==> config.mk <==
export PLATFORM = sky130hd
export DESIGN_NAME = spi_flash_reader_flat
export DESIGN_NICKNAME = d
export VERILOG_FILES = /design/src/rtl/spi_flash_reader_if.sv /design/src/rtl/spi_flash_reader.sv /design/src/flat_wrapper.sv
export SDC_FILE = /design/constraint.sdc
export NUM_CORES = 1
export LEC_CHECK = 0
export CAP_MARGIN = 30
export CORE_MARGIN = 10
export CORE_UTILIZATION = 49
export CTS_CLUSTER_DIAMETER = 40
export DETAILED_ROUTE_END_ITERATION = 8
export PLACE_DENSITY = 0.8
export SLEW_MARGIN = 25
export SYNTH_ARGS = -nofsm -noshare
export SYNTH_HDL_FRONTEND = slang
export SYNTH_SLANG_ARGS = --single-unit
==> constraint.sdc <==
create_clock -name clk -period 2.45 [get_ports clk]
set_input_delay 0.245 -clock clk [delete_from_list [all_inputs] [get_ports clk]]
set_output_delay 0.245 -clock clk [all_outputs]
set_load 0.005 [all_outputs]
==> src/rtl/spi_flash_reader_if.sv <==
// spi_flash_reader_if: fabric start/strobe handshake plus SPI pins of spi_flash_reader.
// master is the initiator (the reader itself); slave is the host/flash side.
interface spi_flash_reader_if #(parameter int LEN_BITS = 16);
   logic                start, abort, busy, done, rx_strobe;
   logic [23:0]         addr;
   logic [LEN_BITS-1:0] len;
   logic [7:0]          rx_data;
   logic                spi_cs, spi_sck, spi_mosi, spi_miso;
   modport master (
      input  start, addr, len, abort, spi_miso,
      output busy, done, rx_data, rx_strobe, spi_cs, spi_sck, spi_mosi
   );
   modport slave (
      output start, addr, len, abort, spi_miso,
      input  busy, done, rx_data, rx_strobe, spi_cs, spi_sck, spi_mosi
   );
endinterface

==> src/rtl/spi_flash_reader.sv <==
// spi_flash_reader: SPI mode-0 initiator issuing READ 0x03 + 24-bit address, then clocking in len bytes.
// Define FAST_READ_EN to issue FAST_READ 0x0B with one dummy byte before the data.
module spi_flash_reader #(
   parameter int CLK_DIV  = 2,
   parameter int LEN_BITS = 16
) (
   input logic                clk,
   input logic                reset,
   spi_flash_reader_if.master bus
);
`ifdef FAST_READ_EN
   localparam logic [7:0] CMD       = 8'h0B;
   localparam logic [2:0] HDR_BYTES = 3'd5;
`else
   localparam logic [7:0] CMD       = 8'h03;
   localparam logic [2:0] HDR_BYTES = 3'd4;
`endif
   localparam logic [7:0] DIV_LAST = 8'(CLK_DIV - 1);
   typedef enum logic [2:0] {IDLE, CS_SETUP, SHIFT, CS_HOLD, CS_IDLE} state_t;
   state_t              state_q, state_d;
   logic [7:0]          cnt_q, cnt_d;
   logic [2:0]          bit_q, bit_d, hdr_q, hdr_d;
   logic [LEN_BITS-1:0] len_q, len_d;
   logic [31:0]         tx_q, tx_d;
   logic [7:0]          rx_sr_q, rx_sr_d, rx_data_q, rx_data_d;
   logic                pend_q, pend_d, rx_strobe_q, rx_strobe_d, done_q, done_d, busy_q, busy_d;
   logic                cs_q, cs_d, sck_q, sck_d, mosi_q, mosi_d;
   logic                ph_end;
   always_ff @(posedge clk or posedge reset) begin
      if (reset) begin
         state_q     <= IDLE;
         cnt_q       <= '0;
         bit_q       <= '0;
         hdr_q       <= '0;
         len_q       <= '0;
         tx_q        <= '0;
         rx_sr_q     <= '0;
         rx_data_q   <= '0;
         pend_q      <= 1'b0;
         rx_strobe_q <= 1'b0;
         done_q      <= 1'b0;
         busy_q      <= 1'b0;
         cs_q        <= 1'b1;
         sck_q       <= 1'b0;
         mosi_q      <= 1'b0;
      end else begin
         state_q     <= state_d;
         cnt_q       <= cnt_d;
         bit_q       <= bit_d;
         hdr_q       <= hdr_d;
         len_q       <= len_d;
         tx_q        <= tx_d;
         rx_sr_q     <= rx_sr_d;
         rx_data_q   <= rx_data_d;
         pend_q      <= pend_d;
         rx_strobe_q <= rx_strobe_d;
         done_q      <= done_d;
         busy_q      <= busy_d;
         cs_q        <= cs_d;
         sck_q       <= sck_d;
         mosi_q      <= mosi_d;
      end
   end
   always_comb begin
      state_d     = state_q;
      cnt_d       = '0;
      bit_d       = bit_q;
      hdr_d       = hdr_q;
      len_d       = len_q;
      tx_d        = tx_q;
      rx_sr_d     = rx_sr_q;
      rx_data_d   = pend_q ? rx_sr_q : rx_data_q;
      rx_strobe_d = pend_q;
      pend_d      = 1'b0;
      done_d      = 1'b0;
      busy_d      = busy_q;
      cs_d        = cs_q;
      sck_d       = sck_q;
      mosi_d      = mosi_q;
      ph_end      = cnt_q == DIV_LAST;
      if (state_q != IDLE) cnt_d = ph_end ? 8'd0 : cnt_q + 8'd1;
      case (state_q)
         IDLE: if (bus.start && !bus.abort) begin
            state_d = CS_SETUP;
            busy_d  = 1'b1;
            cs_d    = 1'b0;
            mosi_d  = CMD[7];
            tx_d    = {CMD[6:0], bus.addr, 1'b0};
            hdr_d   = HDR_BYTES;
            len_d   = bus.len;
            bit_d   = '0;
         end
         CS_SETUP: if (ph_end) state_d = SHIFT;
         // a low half-period whose bit slot is past the end leads into CS_HOLD instead of rising
         SHIFT: if (ph_end) begin
            if (!sck_q) begin
               if (hdr_q == 3'd0 && len_q == '0) state_d = CS_HOLD;
               else begin
                  sck_d   = 1'b1;
                  rx_sr_d = {rx_sr_q[6:0], bus.spi_miso};
                  pend_d  = hdr_q == 3'd0 && bit_q == 3'd7;
               end
            end else begin
               sck_d  = 1'b0;
               mosi_d = tx_q[31];
               tx_d   = tx_q << 1;
               bit_d  = bit_q + 3'd1;
               if (bit_q == 3'd7) begin
                  hdr_d = hdr_q != 3'd0 ? hdr_q - 3'd1 : hdr_q;
                  len_d = hdr_q == 3'd0 ? len_q - LEN_BITS'(1) : len_q;
               end
            end
         end
         CS_HOLD: if (ph_end) begin
            state_d = CS_IDLE;
            cs_d    = 1'b1;
            done_d  = 1'b1;
         end
         CS_IDLE: if (ph_end) begin
            state_d = IDLE;
            busy_d  = 1'b0;
         end
         default: state_d = IDLE;
      endcase
      if (bus.abort && state_q != IDLE) begin
         state_d     = CS_IDLE;
         cnt_d       = '0;
         cs_d        = 1'b1;
         sck_d       = 1'b0;
         mosi_d      = 1'b0;
         busy_d      = 1'b1;
         done_d      = 1'b0;
         pend_d      = 1'b0;
         rx_strobe_d = 1'b0;
         rx_data_d   = rx_data_q;
      end
   end
   assign bus.busy      = busy_q;
   assign bus.done      = done_q;
   assign bus.rx_data   = rx_data_q;
   assign bus.rx_strobe = rx_strobe_q;
   assign bus.spi_cs    = cs_q;
   assign bus.spi_sck   = sck_q;
   assign bus.spi_mosi  = mosi_q;
endmodule

==> src/flat_wrapper.sv <==
// flat-port wrapper written by rule: the top's interface ports become plain ports
module spi_flash_reader_flat 
#(
   parameter int CLK_DIV  = 2,
   parameter int LEN_BITS = 16
)
  (clk, reset, bus_start, bus_addr, bus_len, bus_abort, bus_spi_miso, bus_busy, bus_done, bus_rx_data, bus_rx_strobe, bus_spi_cs, bus_spi_sck, bus_spi_mosi);
  spi_flash_reader_if #(.LEN_BITS(LEN_BITS)) bus_i ();
  input logic clk;
  input logic reset;
  input wire logic [$bits(bus_i.start)-1:0] bus_start;
  input wire logic [$bits(bus_i.addr)-1:0] bus_addr;
  input wire logic [$bits(bus_i.len)-1:0] bus_len;
  input wire logic [$bits(bus_i.abort)-1:0] bus_abort;
  input wire logic [$bits(bus_i.spi_miso)-1:0] bus_spi_miso;
  output wire logic [$bits(bus_i.busy)-1:0] bus_busy;
  output wire logic [$bits(bus_i.done)-1:0] bus_done;
  output wire logic [$bits(bus_i.rx_data)-1:0] bus_rx_data;
  output wire logic [$bits(bus_i.rx_strobe)-1:0] bus_rx_strobe;
  output wire logic [$bits(bus_i.spi_cs)-1:0] bus_spi_cs;
  output wire logic [$bits(bus_i.spi_sck)-1:0] bus_spi_sck;
  output wire logic [$bits(bus_i.spi_mosi)-1:0] bus_spi_mosi;
  assign bus_i.start = bus_start;
  assign bus_i.addr = bus_addr;
  assign bus_i.len = bus_len;
  assign bus_i.abort = bus_abort;
  assign bus_i.spi_miso = bus_spi_miso;
  assign bus_busy = bus_i.busy;
  assign bus_done = bus_i.done;
  assign bus_rx_data = bus_i.rx_data;
  assign bus_rx_strobe = bus_i.rx_strobe;
  assign bus_spi_cs = bus_i.spi_cs;
  assign bus_spi_sck = bus_i.spi_sck;
  assign bus_spi_mosi = bus_i.spi_mosi;
  spi_flash_reader #(.CLK_DIV(CLK_DIV), .LEN_BITS(LEN_BITS)) u_core (.clk(clk), .reset(reset), .bus(bus_i));
endmodule
# Yosys cells after proc, flatten, opt, wreduce, memory -nomap -nowiden
# Cells that the tools add are included.
[totals]
regBits = 88
input_bits = 45
out_inout_bits = 14
elab_cells = 126
[classes]
addsub = 4
n_eq_ne = 20
muxes = 58
bitwise = 3
reduce_logical = 26
[op_table]
columns = ["cell", "n"]
rows = [
  ["2-to-1 mux 32 bit", 3],
  ["2-to-1 mux 16 bit", 5],
  ["one-hot mux 32 bit (2 select lines)", 1],
  ["2-to-1 mux 3 bit", 16],
  ["one-hot mux 16 bit (2 select lines)", 1],
  ["2-to-1 mux 8 bit", 3],
  ["2-to-1 mux 1 bit", 23],
  ["!= test 3 x 1 -> 1 bit, second input constant", 7],
  ["zero test 16 bit", 1],
  ["subtractor 16 x 1 -> 16 bit, second input constant", 1],
  ["one-hot mux 3 bit (5 select lines)", 1],
  ["nonzero test 3 bit", 5],
  ["!= test 2 x 1 -> 1 bit, second input constant", 6],
  ["one-hot mux 3 bit (2 select lines)", 2],
  ["AND reduction 4 bit", 3],
  ["AND reduction 6 bit", 2],
  ["adder 8 x 1 -> 8 bit, second input constant", 1],
  ["equality test 8 x 1 -> 1 bit, second input constant", 1],
  ["AND reduction 7 bit", 1],
  ["equality test 3 x 2 -> 1 bit, second input constant", 2],
  ["equality test 3 bit, second input constant", 2],
  ["zero test 3 bit", 2],
  ["one-hot mux 1 bit (2 select lines)", 3],
  ["AND reduction 3 bit", 2],
  ["other kinds (9)", 17],
]

# Depth between registers and ports, before layout
[logic_depth]
word_depth = 7
mapped_depth = 9

# Least setup slack after synthesis
# OpenSTA, ideal clock, no wires.
[synth_path]
kind = "reg-to-reg"
from = "register u_core.len_q[0]"
to = "register u_core.len_q[10]"
setup_time_ns = 0.130
arrival_time_ns = 2.016
required_time_ns = 2.320
slack_ns = 0.304
path_stages_with_launch = 8
cell_sequence = "dfrtp_1 -> inv_1 -> ha_1 -> or4b_4 -> or4_4 -> o31a_1 -> o21ai_1 -> o21ai_1"
[synth_via]
elab_chain_cells = 6
[synth_lines]
columns = ["element", "line", "text"]
rows = [
  ["from (decl)", "spi_flash_reader.sv:23", "logic [LEN_BITS-1:0] len_q, len_d;"],
  ["from (signal assigned)", "spi_flash_reader.sv:51", "len_q <= len_d;"],
  ["subtractor 16 x 1 -> 16 bit", "spi_flash_reader.sv:110", "len_d = hdr_q == 3'd0 ? len_q - LEN_BITS'(1) : len_q;"],
  ["2-to-1 mux 16 bit", "spi_flash_reader.sv:110", ""],
  ["2-to-1 mux 16 bit", "spi_flash_reader.sv:108", "if (bit_q == 3'd7) begin"],
  ["2-to-1 mux 16 bit", "spi_flash_reader.sv:96", "if (!sck_q) begin"],
  ["2-to-1 mux 16 bit", "spi_flash_reader.sv:95", "SHIFT: if (ph_end) begin"],
  ["one-hot mux 16 bit (2 select lines)", "spi_flash_reader.sv:82", "case (state_q)"],
]
# Every way passes these cells. The select of a mux whose other input is x is not followed.
# A chain may end at the register's enable or synchronous reset.

# Final worst setup path
# Same ends and word-level chain as after synthesis.

==> impl_metrics.env <==
export IMPL_relSlewSlack_pct=57.21
export IMPL_clk_pin_slew_worst_paths_ns=0.09
export IMPL_skew_ns=0.01175
export IMPL_path_class="flip-flop to flip-flop"
export IMPL_postRouteAntennaNets=0
export IMPL_synth_area_per_cell_um2=9.360
export IMPL_hold_buffers=0
export IMPL_ios=59
export IMPL_numCtsBuffers=9
export IMPL_wl_met3_um=388
export IMPL_grt_max_degree=88
export IMPL_tightestPinTransition_ns=0.6418
export IMPL_seq_area_frac_synth_pct=52.30
export IMPL_worstPathArrival_ns=2.54
export IMPL_htreeDepth=3
export IMPL_wl_um=9123
export IMPL_timing_hold_ws_ns=0.3785
export IMPL_port_buffers=58
export IMPL_synth_cell_types=51
export IMPL_outcome="completed"
export IMPL_crit_required_ns=2.66
export IMPL_grt_ovfl_total=0
export IMPL_core_area_um2=8258
export IMPL_r2r_slack_ns=0.13
export IMPL_power_density_nw_per_um2=801.8
export IMPL_wl_met2_um=4561
export IMPL_worstSkewPairLatency_ns=0.35
export IMPL_report_final_hold_viol_count=0
export IMPL_post_cts_buffers=0
export IMPL_synth_seq_cells=87
export IMPL_finalNetCount=551
export IMPL_grt_pass1_vias=3390
export IMPL_p_leak_nw=2.168
export IMPL_wire_per_inst_um=15.00
export IMPL_rr_startpoint="u_core.len_q[0]"
export IMPL_die_h_um=112.2
export IMPL_antenna_found_initial=0
export IMPL_cts_resized=0
export IMPL_grt_usage_pct=14.43
export IMPL_grt_pass1_wl_um=15680
export IMPL_syn_inst=445
export IMPL_maxCapViolations=0
export IMPL_first_iter_violations=225
export IMPL_setup_violations=0
export IMPL_die_w_um=112.2
export IMPL_rr_worst_depth=7
export IMPL_wl_met1_um=4036
export IMPL_areaGrowthSynthToFinish_pct=21.48
export IMPL_place_inst=592
export IMPL_drive_gt1_share_pct=10.93
export IMPL_hpwl_um=6396
export IMPL_peakVddDrop_mv=0.3919
export IMPL_fill_cells=705
export IMPL_vias=3409
export IMPL_crit_path_end_kind="flip-flop"
export IMPL_clkSinkCount=87
export IMPL_min_path_type="input port to async pin"
export IMPL_r2r_end="u_core.len_q[10]"
export IMPL_fmax_mhz=430.3
export IMPL_drc=0
export IMPL_syn_nets=498
export IMPL_fin_crit_ns=2.324
export IMPL_dr_pass1_iters=5
export IMPL_startpoint_type="flip-flop"
export IMPL_critPathMaxFanout=5
export IMPL_die_area_um2=12590
export IMPL_cts_max_path_buffers=2
export IMPL_initial_core_util_pct=50.44
export IMPL_gp_congestion=0.8798
export IMPL_final_cells=608
export IMPL_num_rows=33
export IMPL_n_antenna_cell=0
export IMPL_slew_viol_final=0
export IMPL_dr_max_layer_used="met4"
export IMPL_min_period_over_period_pct=94.86
export IMPL_netlist_area_um2=4165
export IMPL_avgViaCountPerCell=5.607
export IMPL_root_buffer="clkbuf_8"
export IMPL_cts_tree="built"
export IMPL_yosys_warnings=0
synth_stat cells, drive strengths merged:
| cell | n | area share (%) |
|---|---|---|
| clkbuf | 15 | 1.4 |
| o31ai | 1 | 0.18 |
| buf | 12 | 1.4 |
| o2bb2ai | 4 | 0.84 |
| o21ba | 1 | 0.24 |
| nor2 | 57 | 5.2 |
| o32ai | 1 | 0.21 |
| mux2 | 16 | 4.3 |
| a311o | 1 | 0.24 |
| nand2b | 2 | 0.30 |
| dfstp | 1 | 0.63 |
| nand4 | 5 | 0.75 |
| and3 | 4 | 0.60 |
| or3 | 1 | 0.15 |
| a22o | 2 | 0.42 |
| nor3 | 15 | 1.8 |
| nor2b | 2 | 0.30 |
| a2bb2oi | 1 | 0.21 |
| a31oi | 24 | 3.6 |
| or4 | 2 | 0.54 |
| a41oi | 1 | 0.21 |
| o31a | 1 | 0.21 |
| xnor2 | 3 | 0.63 |
| nor4 | 3 | 0.81 |
| nor3b | 2 | 0.36 |
| nand2 | 82 | 7.4 |
| o22ai | 1 | 0.15 |
| and2 | 2 | 0.30 |
| a21oi | 15 | 1.8 |
| a32oi | 1 | 0.21 |
| or3b | 2 | 0.42 |
| nand4b | 1 | 0.21 |
| a22oi | 6 | 1.1 |
| nand3b | 2 | 0.36 |
| o211ai | 1 | 0.18 |
| ha | 8 | 2.4 |
| o21a | 3 | 0.54 |
| nor4b | 1 | 0.36 |
| dfrtp | 86 | 52 |
| o22a | 2 | 0.42 |
| xor2 | 4 | 0.84 |
| or4b | 1 | 0.33 |
| nand3 | 17 | 2.0 |
| inv | 7 | 0.63 |
| o21ai | 26 | 3.1 |
layer usage:
| layer | GRT usage (%) | vias to the layer above |
|---|---|---|
| met5 | 0 | - |
| met4 | 5.753 | 0 |
| met3 | 2.769 | 13 |
| met2 | 23.72 | 84 |
| met1 | 18.25 | 1652 |
| li1 | - | 1660 |
cells by family (layout without fill, tap and decap cells):
family	Yosys count	count (layout)	synth area share (%)
mux	16	16	4.326
xor+xnor	7	7	1.472
flops	87	87	52.30
compound gates	92	92	13.88
buf+inv	34	92	3.334
simple gates	201	201	22.29
fa+ha+maj	8	8	2.403
critical path, cell delays in order, from the launching register on:
cell and delay (ns):
dfrtp_1 0.43, inv_1 0.12, ha_1 0.22, or4b_4 0.50
or4_4 0.48, o31a_1 0.25, o21ai_1 0.11, o21ai_1 0.07
registers in the layout, summed over array words and instances (netlist names):
name                  cells
u_core.tx_q              31
u_core.len_q             16
u_core.bus.rx_data        8
u_core.cnt_q              8
u_core.rx_sr_q            8
u_core.bit_q              3
u_core.hdr_q              3
u_core.state_q            3
u_core.bus.busy           1
u_core.bus.done           1
u_core.bus.rx_strobe      1
u_core.bus.spi_cs         1
u_core.bus.spi_mosi       1
u_core.bus.spi_sck        1
u_core.pend_q             1
stage by stage:
step | power [W] | setup TNS, ns | instance area [µm²] | utilization [%] | setup WS (ns)
2_1_floorplan | 0.002827 | 0 | 4169 | - | 0.3041
6_report | 0.004057 | 0 | 5060 | 61.27 | 0.1258
4_1_cts | 0.004072 | 0 | 5054 | 61.20 | 0.1248
5_1_grt | 0.004323 | -0.01708 | 5060 | 61.27 | -0.01708
3_5_place_dp | 0.003175 | 0 | 4881 | 59.11 | 0.1382
3_3_place_gp | 0.003112 | 0 | 4881 | 59.11 | 0.1986
cell type report:
type                    count  area (µm²)  area share [%]
inverters                   7       30.03          0.5935
flip-flops and latches     87        2178           43.05
repair buffers             69       688.2           13.60
clock inverters             6       45.04          0.8902
clock buffers              10       127.6           2.522
multi-input cells         324        1859           36.75
well taps                 105       131.4           2.596
worst max path at each step:
stage	cells past startpoint	endpoint	slack (ns)	from
4_1_cts	7	u_core.len_q[14]	0.12	u_core.len_q[0]
2_1_floorplan	7	u_core.len_q[10]	0.30	u_core.len_q[0]
3_5_place_dp	7	u_core.len_q[14]	0.14	u_core.len_q[0]
6_report	7	u_core.len_q[10]	0.13	u_core.len_q[0]
3_3_place_gp	7	u_core.len_q[10]	0.20	u_core.len_q[0]
5_1_grt	7	u_core.len_q[14]	-0.02	u_core.len_q[0]
layout by cell type, fill, tap and decap left out, types with 5 or more instances in the layout:
cell type	netlist	layout
clkbuf_8	0	9
dfrtp_1	86	86
inv_1	7	6
o21ai_0	23	23
nor2_1	56	56
nand4_1	5	5
ha_1	8	8
nand3_1	17	17
buf_4	0	9
mux2_2	16	16
nor3_1	15	15
a21oi_1	15	15
clkdlybuf4s50_1	0	58
nand2_1	81	81
a31oi_1	24	24
a22oi_1	6	6
where the power goes:
group | leakage (nW) | total (W) | switching, W | internal, W
combinational | 1.01 | 0.000987 | 0.000506 | 0.000481
sequential | 1.08 | 0.00216 | 0.000341 | 0.00182
clock | 0.0793 | 0.000905 | 0.000530 | 0.000374
(Power assumes the default switching activity.)
